### config.mk
export PLATFORM = sky130hd
export DESIGN_NAME = ifetch_unit
export DESIGN_NICKNAME = d
export VERILOG_FILES = /design/src/rtl/cpu_pkg.sv /design/src/rtl/fetch_fifo.sv /design/src/rtl/ifetch_unit.sv
export SDC_FILE = /design/constraint.sdc
export NUM_CORES = 1
export LEC_CHECK = 0
export CORE_ASPECT_RATIO = 1.1
export CORE_MARGIN = 2
export CORE_UTILIZATION = 50
export CTS_BUF_LIST = sky130_fd_sc_hd__clkbuf_4 sky130_fd_sc_hd__clkbuf_8
export DETAILED_ROUTE_END_ITERATION = 16
export PLACE_DENSITY_LB_ADDON = 0.1
export SLEW_MARGIN = 15
export SYNTH_ARGS = -nofsm -noshare
export SYNTH_HDL_FRONTEND = slang
export SYNTH_SLANG_ARGS = --single-unit
### constraint.sdc
create_clock -name clk -period 3.4 [get_ports clk]
set_input_delay 0.68 -clock clk [delete_from_list [all_inputs] [get_ports clk]]
set_output_delay 0.68 -clock clk [all_outputs]
set_load 0.02 [all_outputs]
### src/rtl/cpu_pkg.sv
// Shared CPU front-end definitions.
//   RESET_PC       : address the PC register loads on reset
//   fetch_entry_t  : decode-queue entry {pc, instr, misalign}
//   fetch_tag_t    : per-request tag {pc, misalign} held while a fetch is in flight
//   word_addr()    : aligns a PC down to its 32-bit word address
package cpu_pkg;

  localparam logic [31:0] RESET_PC = 32'h0040_0000;

  typedef struct packed {
    logic [31:0] pc;
    logic [31:0] instr;
    logic        misalign;
  } fetch_entry_t;

  typedef struct packed {
    logic [31:0] pc;
    logic        misalign;
  } fetch_tag_t;

  function automatic logic [31:0] word_addr(input logic [31:0] pc);
    return {pc[31:2], 2'b00};
  endfunction

endpackage

### src/rtl/fetch_fifo.sv
// Synchronous FIFO with a one-cycle flush.
//   clk, rst_n : clock, async active-low reset (clears pointers, count and storage)
//   flush      : empties the FIFO; push/pop in the same cycle are ignored
//   push/wdata : write one entry
//   pop        : drop the head entry (caller guarantees count != 0)
//   rdata      : registered head entry
//   count      : occupancy, 0..DEPTH
// DEPTH must be a power of two so the pointers wrap for free.
module fetch_fifo #(
  parameter int W     = 8,
  parameter int DEPTH = 2,
  localparam int AW   = $clog2(DEPTH),
  localparam int CW   = AW + 1
) (
  input  logic          clk,
  input  logic          rst_n,
  input  logic          flush,
  input  logic          push,
  input  logic [W-1:0]  wdata,
  input  logic          pop,
  output logic [W-1:0]  rdata,
  output logic [CW-1:0] count
);

  logic [DEPTH-1:0][W-1:0] mem;
  logic [AW-1:0]           wr_ptr, rd_ptr;

  always_ff @(posedge clk or negedge rst_n) begin
    if (!rst_n) begin
      mem    <= '0;
      wr_ptr <= '0;
      rd_ptr <= '0;
      count  <= '0;
    end else if (flush) begin
      // Storage is left stale; count=0 hides it from the consumer.
      wr_ptr <= '0;
      rd_ptr <= '0;
      count  <= '0;
    end else begin
      if (push) begin
        mem[wr_ptr] <= wdata;
        wr_ptr      <= wr_ptr + AW'(1);
      end
      if (pop) rd_ptr <= rd_ptr + AW'(1);
      count <= count + CW'(push) - CW'(pop);
    end
  end

  assign rdata = mem[rd_ptr];

endmodule

### src/rtl/ifetch_unit.sv
// Instruction-fetch stage between the PC register and decode.
//   pc_in / pc_ena               : current PC in, advance enable out (one pulse per accepted fetch)
//   flush                        : redirect pulse; drops queued entries and in-flight fetches
//   imem_req_* / imem_rsp_*      : in-order instruction memory, responses always accepted
//   if_valid/if_ready/if_pc/
//   if_instr/if_misalign         : registered queue head handed to decode
// Credit: queued + outstanding + stale responses never exceed DEPTH, so neither
// FIFO can overflow and stale responses keep holding their slot until drained.
module ifetch_unit
  import cpu_pkg::*;
#(
  parameter int DEPTH = 2
) (
  input  logic        clk,
  input  logic        rst_n,
  input  logic [31:0] pc_in,
  output logic        pc_ena,
  input  logic        flush,
  output logic        imem_req_valid,
  input  logic        imem_req_ready,
  output logic [31:0] imem_req_addr,
  input  logic        imem_rsp_valid,
  input  logic [31:0] imem_rsp_data,
  output logic        if_valid,
  input  logic        if_ready,
  output logic [31:0] if_pc,
  output logic [31:0] if_instr,
  output logic        if_misalign
);

  localparam int CW = $clog2(DEPTH) + 1;

  logic [CW-1:0] count, outstanding, drop;
  logic [CW+1:0] credit_used;
  logic          rsp_keep, dec_pop;
  fetch_tag_t    tag_in, tag_head;
  fetch_entry_t  ent_in, ent_head;

  assign credit_used    = (CW+2)'(count) + (CW+2)'(outstanding) + (CW+2)'(drop);
  assign imem_req_valid = !flush && (credit_used < (CW+2)'(DEPTH));
  assign pc_ena         = imem_req_valid && imem_req_ready;
  assign imem_req_addr  = word_addr(pc_in);

  // A response is kept only if no stale ones are ahead of it and no redirect is happening now.
  assign rsp_keep = imem_rsp_valid && (drop == '0) && !flush;
  assign if_valid = (count != '0);
  assign dec_pop  = if_valid && if_ready;

  assign tag_in = {pc_in, (pc_in[1:0] != 2'b00)};
  assign ent_in = {tag_head.pc, imem_rsp_data, tag_head.misalign};

  // Tag FIFO: one entry per accepted request; its occupancy is the outstanding count.
  fetch_fifo #(.W($bits(fetch_tag_t)), .DEPTH(DEPTH)) u_tag_fifo (
    .clk   (clk),
    .rst_n (rst_n),
    .flush (flush),
    .push  (pc_ena),
    .wdata (tag_in),
    .pop   (rsp_keep),
    .rdata (tag_head),
    .count (outstanding)
  );

  fetch_fifo #(.W($bits(fetch_entry_t)), .DEPTH(DEPTH)) u_entry_fifo (
    .clk   (clk),
    .rst_n (rst_n),
    .flush (flush),
    .push  (rsp_keep),
    .wdata (ent_in),
    .pop   (dec_pop),
    .rdata (ent_head),
    .count (count)
  );

  // On redirect every in-flight fetch becomes stale, minus one if it returns this very cycle.
  always_ff @(posedge clk or negedge rst_n) begin
    if (!rst_n)
      drop <= '0;
    else if (flush)
      drop <= drop + outstanding - CW'(imem_rsp_valid);
    else if (imem_rsp_valid && (drop != '0))
      drop <= drop - CW'(1);
  end

  assign if_pc       = ent_head.pc;
  assign if_instr    = ent_head.instr;
  assign if_misalign = ent_head.misalign;

endmodule

==> run_results.csv <==
group,metric,value,unit
worst_setup_path,cp_max_fo,39,
floorplanning,die_area,19800,um2
layout,area.sequential,5160,um2
timing,tightest_slew,1150,ps
worst_setup_path,critPathKind,"flip-flop to primary output",
worst_setup_path,setup.worst_path.start_class,"flip-flop",
detailed_routing,vias_per_cell,5.18,
synthesis,async_flop_share,1.00,
layout,utilization,0.638,
floorplanning,coreArea,18300,um2
synthesis,ys_seq_area_frac,0.553,
run,cap_violations,0,
timing,min_period,3270,ps
timing,rsz0062_at_grt,"no",
clock_tree,clockBufferDepth,3,
placed_design,dp_slack,266,ps
synthesis,ys.flop_type,"dfrtp_1",
worst_setup_path,end_kind,"primary output",
min_path,min_path_type,"input port to asynchronous set/reset pin",
synthesis,synth_area_leaders,"dfrtp_1, mux2_2, mux2_4, mux2i_1, buf_4",
detailed_routing,post_drt_wl_per_cell,17.1,um
synthesis,synth-edff-count,0,
clock_tree,clk_pin_slew,60,ps
global_routing,grt_usage,0.194,
clock_tree,cts_tree,"done",
placed_design,hpwlAfterDp,11.8,mm
layout,num-nets-final,924,
power,powerDensity,984,nW/um2
clock_tree,clk_latency,510,ps
detailed_routing,remaining_drc_errors,0,
layout,multiInputGateArea,3660,um2
status,status,"finished clean",
power,fin_total_pwr,11500,uW
synthesis,ys_ff_latch,206,
clock_tree,cts_made_buffers,37,
placed_design,numPortBuffers,167,
synthesis,synth_top_area_share,0.553,
global_routing,antenna_found_initial,2,
detailed_routing,drt_first_pass_iters,4,
power,peakVddDrop,0.000470,V
timing,layout_worst_path_cycle_share,0.961,
synthesis,synth.most_common_cell,"dfrtp_1",
detailed_routing,first_iter_violations,240,
floorplanning,io_pins,170,
detailed_routing,drt_wl_total,18.9,mm
synthesis,yosys_warnings,0,
global_routing,grt_overflow,0,
timing,hold_viol,0,
timing,fmax,306,MHz
timing,fin_tns_setup,0,ps
timing,fin_skew,16.8,ps
layout,syn2layout_area_growth,25.5,%
global_routing,grt_pass1_wl,30.8,mm
worst_setup_path,cp_data_required_time,2720,ps
synthesis,syn_avg_cell_area,13.4,um2
synthesis,synthesis.area,9330,um2
timing,setup_violations,0,
floorplanning,rows,52,
floorplanning,start_util,0.508,
timing,setup_ws,134,ps
placed_design,place.gp.congestion,0.747,
layout,diodes,0,
layout,fillers,1445,
clock_tree,h-tree-depth,2,
global_routing,grt_pass1_vias,6217,
clock_tree,cts-root-buf,"clkbuf_8",
floorplanning,die_w,134,um
layout,layout-drive-gt1-share,0.321,
floorplanning,die_h,147,um
detailed_routing,via_count,5729,
detailed_routing,ant_nets,0,
global_routing,grt_max_degree,91,
synthesis,synth_cells,696,
power,leakagePower,0.00514,uW
synthesis,ys_top_cells_by_count,"dfrtp_1, mux2_2, nor2_1",
timing,slew_headroom,0.234,
worst_setup_path,cp.arrival,2590,ps
synthesis,yosys.area.top_type,"dfrtp_1",
synthesis,synth_cell_types,30,
clock_tree,postCtsSetupBuffers,0,
clock_tree,clkSinkCount,206,
timing,slew_violations,0,
what timing repair did:
action / CTS / global route
endpoints found under the setup margin: 2 / 2
hold buffers: 0 / 0
gates resized for setup: 3 / 3
endpoints found under the hold margin: 0 / 0
metrics by stage:
stage               instance area (um2)  hold WS (ps)  cells
finish                            11700           246   1106
floorplan                          9330           384    697
global placement                  11000           455   1047
global route                      11700           273   1106
detailed placement                11000           467   1047
CTS                               11700           240   1106
area by class of cell:
type,count,share of cell area
Clock buffer,57,0.0590
Clock inverter,2,0.00118
Inverter,10,0.00321
Multi-Input combinational cell,409,0.313
Sequential cell,206,0.441
Tap cell,243,0.0260
Timing Repair Buffer,179,0.157
where the power goes:
group / leakage, uW / internal [uW] / total (uW) / switching [uW]
logic: 0.00219 / 2800 / 4960 / 2160
clock network: 0.000379 / 1280 / 2210 / 930
registers: 0.00257 / 3610 / 4350 / 736
critical path, cell delays in order, from the launching register on:
cell and delay (ps):
dfrtp_4 850, buf_4 330, mux2_2 370, clkdlybuf4s50_1 540
placed cells by master, fill, tap and decap left out, types with 15 or more instances in the layout:
| master | synthesis | final |
|---|---|---|
| mux2_2 | 166 | 166 |
| nand2_1 | 36 | 36 |
| mux2_4 | 30 | 30 |
| mux2i_1 | 34 | 34 |
| o21ai_0 | 35 | 35 |
| clkbuf_4 | 0 | 15 |
| nor2_1 | 39 | 39 |
| clkdlybuf4s50_1 | 0 | 164 |
| a21oi_1 | 33 | 33 |
| clkbuf_8 | 0 | 43 |
| dfrtp_1 | 206 | 204 |
worst paths after layout:
kind,start,depth (start not counted),slack (ps),to
max,u_entry_fifo.rd_ptr,3,130,if_instr[3]
min,rst_n,1,250,u_entry_fifo.mem[71]
max reg2reg,u_entry_fifo.count[1],9,460,u_tag_fifo.mem[33]
min reg2reg,u_entry_fifo.mem[120],2,480,u_entry_fifo.mem[120]
max in group asynchronous,rst_n,2,2340,u_entry_fifo.mem[77]
min in group clk,u_entry_fifo.mem[120],2,480,u_entry_fifo.mem[120]
cells by family (layout without fill, tap and decap cells):
logic type,Yosys count,count (layout),share of synthesized area
compound gates,70,70,0.0381
xor+xnor,10,10,0.00939
fa+ha+maj,11,11,0.0156
buf+inv,82,248,0.0570
flops,206,206,0.553
mux,230,230,0.285
other cells,1,2,0.000402
simple gates,86,86,0.0416
layer usage:
| metal | track usage | up-vias | routed length (um) |
|---|---|---|---|
| met2 | 0.329 | 154 | 9240 |
| met1 | 0.247 | 2887 | 8220 |
| met4 | 0.0532 | 4 | 292 |
| li1 | - | 2659 | - |
| met3 | 0.0518 | 25 | 1080 |
| met5 | 0 | - | 23 |
sequential cells by signal, summed over array words and instances (netlist names):
signal and flops:
drop 2, u_entry_fifo.mem 130, u_entry_fifo.count 2, u_entry_fifo.wr_ptr 1, u_entry_fifo.rd_ptr 1, u_tag_fifo.wr_ptr 1, u_tag_fifo.rd_ptr 1, u_tag_fifo.count 2
u_tag_fifo.mem 66
(Power assumes the default switching activity.)
==> patch 1 (config.mk and constraints unchanged) <==
Reset style: synchronous (`rst_n`), changed in 2 clocked blocks. Comments in the files are not updated.
--- a/src/rtl/fetch_fifo.sv
+++ b/src/rtl/fetch_fifo.sv
@@ -26,5 +26,5 @@
   logic [AW-1:0]           wr_ptr, rd_ptr;
 
-  always_ff @(posedge clk or negedge rst_n) begin
+  always_ff @(posedge clk) begin
     if (!rst_n) begin
       mem    <= '0;
--- a/src/rtl/ifetch_unit.sv
+++ b/src/rtl/ifetch_unit.sv
@@ -74,5 +74,5 @@
 
   // On redirect every in-flight fetch becomes stale, minus one if it returns this very cycle.
-  always_ff @(posedge clk or negedge rst_n) begin
+  always_ff @(posedge clk) begin
     if (!rst_n)
       drop <= '0;
Check against the original RTL: differs if rst_n is asserted again (counterexample within 4 cycles, from zero or initial values and one cycle with rst_n low); with rst_n held inactive, the same outputs for 4 cycles.
==> patch 1 against the unedited design <==
Area after synthesis fell by 1.3%; final area is 2.5% lower; sequential cell count unchanged; setup slack gained 0.0088 ns; maximum frequency up 0.27%; wire length grew 3.8%; highest routed layer is now met4.
Power is not compared: it rests on default switching activity, and its combinational part moved more than twofold at a synthesized area within 25%.
==> patch 1: results (changes against the unedited design) <==
[global_route]
grt_pass1_vias=6731  ; was 6217
grt_antenna_before_repair=0  ; was 2
grt_usage=0.200  ; was 0.194
grt_max_degree=104  ; was 91

[yosys]
yosysSeqAreaShare=0.448  ; was 0.553
synth_cell_types=39  ; was 30
synthTopCellsByArea=dfxtp_1 (45%), nand2_1 (12%), mux2i_1 (11%)  ; was dfrtp_1 (55%), mux2_2 (20%), mux2_4 (4.8%)
yosys-top-cells-count=nand2_1 (295), dfxtp_1 (206), mux2i_1 (99)  ; was dfrtp_1 (206), mux2_2 (166), nor2_1 (39)
synthArstFlopShare=0  ; was 1.00

[cells_and_area]
finalNetCount=1157  ; was 924
fillerInstances=1609  ; was 1445
layout-drive-gt1-share=0.135  ; was 0.321

[detailed_routing]
wl_met2_mm=9.03  ; was 9.24 mm
wl_mm=19.6  ; was 18.9 mm
first_pass_iters=5  ; was 4
m1WireLength_mm=9.29  ; was 8.22 mm
dr_wl_met3_um=906  ; was 1.08 mm
post_drt_via_cell_ratio=5.13  ; was 5.18
drtIter0Drc=183  ; was 240
routed.top_layer=met4  ; was met5

[worst_hold_path]
hold_path_class=reg -> reg  ; was in -> async

[place]
place.gp.congestion=0.776  ; was 0.747
portBuffers=167  ; unchanged
dp_hpwl_mm=11.6  ; was 11.8 mm

[worst_setup_path]
path_max_fanout=3  ; was 39
reg2reg_depth=10  ; was 9
rr_startpoint=u_entry_fifo.count[1]  ; unchanged
regToRegSetupSlack_ns=0.71  ; was 0.46 ns
worstReg2RegEnd=u_tag_fifo.mem[34]  ; was u_tag_fifo.mem[33]

[pwr]
peakVddDrop_v=0.000285

[timing]
max_slew_margin=0.558  ; was 0.234
fin_skew_ns=0.0143  ; was 0.0168 ns

[clock_tree]
cts.path.max_buffers=3  ; unchanged
cts_buffers=36  ; was 37
ctsHtreeMaxLevel=2  ; unchanged

[run_status]
run_status=finished clean  ; unchanged

-- patch 1: cell type report --
cell class,instances,area (um2),area share
multi-input cells,641,4440,0.389
repair buffers,182,1830,0.161
inverters,10,37.5,0.00329
clock buffers,53,648,0.0568
well taps,243,304,0.0266
flip-flops and latches,206,4130,0.362
clock inverters,4,25.0,0.00219
-- patch 1: kinds of logic after synthesis --
| family | synth area share |
|---|---|
| simple gates | 0.138 |
| flops | 0.448 |
| mux | 0.188 |
| compound gates | 0.133 |
| buf+inv | 0.0711 |
| fa+ha+maj | 0.0144 |
| xor+xnor | 0.00666 |
| other cells | 0.000407 |
-- patch 1: power breakdown --
group,internal (W),total (W),switching [W]
clock network,0.00121,0.00215,0.000945
logic,0.000463,0.000946,0.000484
registers,0.00254,0.00260,0.0000588
total,0.00421,0.00570,0.00149
-- patch 1: repair_timing --
item | CTS | global route
gates cloned | 0 | 0
pin swaps | 0 | 1
resized for setup | 2 | 1
setup endpoints to repair | 2 | 1
buffers inserted | 0 | 1
-- patch 1: how the worst max path moves through the flow --
stage | from | endpoint | slack (ns) | depth (start not counted)
after floorplan | u_entry_fifo.count[1] | pc_ena | 0.51 | 6
after global placement | u_entry_fifo.count[1] | pc_ena | 0.35 | 7
after detailed placement | u_tag_fifo.count[1] | pc_ena | 0.30 | 7
after CTS | u_entry_fifo.count[1] | pc_ena | 0.03 | 7
after global routing | u_entry_fifo.count[1] | pc_ena | 0.02 | 7
final | u_entry_fifo.count[1] | pc_ena | 0.14 | 7
-- patch 1: critical path, cell delays in order (launching register included) --
cell and delay, ns:
dfxtp_1 0.33, inv_1 0.08, fa_1 0.53, inv_1 0.04
ha_1 0.32, nor4b_4 0.29, and2_2 0.19, clkdlybuf4s15_1 0.29
-- patch 1: layer usage --
layer  global-route usage  vias up
met5                    0        -
met3               0.0431       32
li1                     -     3455
met2                0.331      141
met4               0.0601        0
met1                0.264     3238
-- patch 1: stage by stage --
step	setup WS, ns	hold slack [ns]	std cells	instance area, um2	total power, W
2_1_floorplan	0.510	0.433	963	9210	0.00327
3_3_place_gp	0.350	0.439	1281	10700	0.00359
3_5_place_dp	0.304	0.444	1281	10700	0.00360
4_1_cts	0.0315	0.452	1338	11400	0.00577
5_1_grt	0.0225	0.473	1339	11400	0.00598
6_report	0.143	0.450	1339	11400	0.00570
==> patch 2 (config.mk and constraints unchanged) <==
Made on the original files. `DEPTH` is set to 2 in 2 places; all go to 4.
--- a/src/rtl/fetch_fifo.sv
+++ b/src/rtl/fetch_fifo.sv
@@ -9,5 +9,5 @@
 module fetch_fifo #(
   parameter int W     = 8,
-  parameter int DEPTH = 2,
+  parameter int DEPTH = 4,
   localparam int AW   = $clog2(DEPTH),
   localparam int CW   = AW + 1
--- a/src/rtl/ifetch_unit.sv
+++ b/src/rtl/ifetch_unit.sv
@@ -10,5 +10,5 @@
   import cpu_pkg::*;
 #(
-  parameter int DEPTH = 2
+  parameter int DEPTH = 4
 ) (
   input  logic        clk,
Function: changed (a bounded check fails within 4 cycles, from zero or initial values and one cycle with rst_n low).
==> patch 2 against the unedited design <==
The run now ends with negative setup slack left; setup slack got worse by 0.25 ns; wire length grew 99%; combinational power grew 37%; total power grew 59%; non-clock buffer count is 39 higher; sequential power increased by 57%; sequential cell count up 203; largest power group is now sequential cells; final area up 91%; area after synthesis grew 99%; core utilization is 2.1 points lower.
==> patch 2: results (changes against the unedited design) <==
[place]
dp_hpwl_mm=22.6  ; was 11.8 mm
place_inst=1710  ; was 1047
place_area_um2=20800  ; was 11000 um2
place.gp.congestion=0.746  ; was 0.747
pre_cts_ws_ns=-0.0441  ; was 0.266 ns

[yosys]
synth_top_area_frac=0.553  ; about the same
ys.flop_type=dfrtp_1  ; unchanged
yosysSeqAreaShare=0.553  ; about the same
avgSynthCellArea_um2=16.7  ; was 13.4 um2
synth_cell_types=35  ; was 30
synthArstFlopShare=1.00  ; unchanged
yosys-top-cells-count=dfrtp_1 (409), mux2_2 (361), mux4_2 (98)  ; was dfrtp_1 (206), mux2_2 (166), nor2_1 (39)
yosys_warnings=0  ; unchanged
synthTopCellsByArea=dfrtp_1 (55%), mux2_2 (22%), mux4_2 (12%)  ; was dfrtp_1 (55%), mux2_2 (20%), mux2_4 (4.8%)

[timing]
setup_viol=2  ; was 0
slew_viol_final=0  ; unchanged
setup_slack_ns=-0.121  ; was 0.134 ns
fin_skew_ns=0.0177  ; was 0.0168 ns
max_slew_margin=0.297  ; was 0.234

[detailed_routing]
m1WireLength_mm=16.6  ; was 8.22 mm
vias=9990  ; was 5729
wl_mm=37.6  ; was 18.9 mm
first_pass_iters=4  ; unchanged
routed.top_layer=met5  ; unchanged
wl_met2_mm=18.7  ; was 9.24 mm
dr_wl_met3_mm=1.62  ; was 1.08 mm
drtIter0Drc=291  ; was 240

[worst_setup_path]
reg2reg_depth=14  ; was 9
endpoint=pc_ena  ; was if_instr[3]
regToRegSetupSlack_ns=0.03  ; was 0.46 ns
rr_startpoint=u_tag_fifo.count[1]  ; was u_entry_fifo.count[1]
worstReg2RegEnd=u_tag_fifo.count[2]  ; was u_tag_fifo.mem[33]
path_max_fanout=3  ; was 39

[worst_hold_path]
hold_path_class=in -> async  ; unchanged

[cells_and_area]
diodes=0  ; unchanged
reg_top3=u_entry_fifo.mem x260, u_tag_fifo.mem x132  ; was u_entry_fifo.mem x130, u_tag_fifo.mem x66
final_cells=1839  ; was 1106
finalNetCount=1399  ; was 924
layout-drive-gt1-share=0.513  ; was 0.321

[global_route]
grt_antenna_before_repair=2  ; unchanged
grt_max_degree=69  ; was 91
grt_pass1_vias=11081  ; was 6217
met3_usage=0.0431  ; was 0.0518
grt_usage=0.203  ; was 0.194
grt_pass1_wl_mm=61.1  ; was 30.8 mm
grt.met2_usage=0.343  ; was 0.329
use_met1=0.266  ; was 0.247

[clock_tree]
cts_root_buf=clkbuf_8  ; unchanged
ctsHtreeMaxLevel=3  ; was 2
clk_pin_slew_worst_paths_ns=0.06  ; about the same
cts.path.max_buffers=3  ; unchanged
cts_buffers=71  ; was 37
clk_latency_ns=0.60  ; was 0.51 ns

[run_status]
run_status=finished with violations  ; was finished clean
violations=negative setup slack

[pwr]
peakVddDrop_v=0.000468  ; was 0.000470 V
p_leak_nw=10.6  ; was 5.14 nW

## patch 2: cell types whose count changed after synthesis, moves of 26 or more
cell,delta
dfrtp_1,+203
mux2_2,+195
mux4_2,+98
a21oi_1,-33
o21ai_0,-33
mux2i_1,-31
nor2_1,-28
nand2_1,-26
## patch 2: timing repair
action	in CTS	in global routing
gates resized for setup	15	7
endpoints found under the setup margin	53	3
pin swaps	4	4
cloned	0	0
buffers inserted	7	1
## patch 2: area by class of cell
cell class / count / area (um2)
inverter: 21 / 78.8
clock buffer: 116 / 1480
timing repair buffer: 218 / 2310
multi-input combinational: 582 / 7660
fill: 2817 / 13900
sequential: 409 / 10200
clock inverter: 6 / 38.8
tap: 487 / 609
## patch 2: logic make-up after synthesis
logic type	after synthesis	synth area share
simple gates	41	0.0145
compound gates	6	0.00291
fa+ha+maj	26	0.0200
xor+xnor	13	0.00615
flops	409	0.553
other cells	1	0.000202
mux	494	0.366
buf+inv	119	0.0374
## patch 2: critical path, stage by stage, from the launching register on
cell      delay [ns]
dfrtp_1         0.39
inv_2           0.07
fa_1            0.44
nor2b_2         0.15
fa_2            0.20
or3b_4          0.38
a211oi_4        0.26
and3_4          0.24
buf_6           0.11
## patch 2: power breakdown
group / switching, W / internal (W) / leakage [nW]
clock: 0.00192 / 0.00273 / 0.801
combinational: 0.00293 / 0.00388 / 4.31
sequential: 0.000666 / 0.00619 / 5.46
## patch 2: through the flow
step	power [W]	hold slack, ns	TNS (ns)
finish	0.0183	0.0476	-0.188
CTS	0.0186	0.0275	-0.254
detailed placement	0.0137	0.487	-0.0441
floorplan	0.0112	0.384	-0.0869
global route	0.0194	0.0660	-0.469
global placement	0.0135	0.481	0
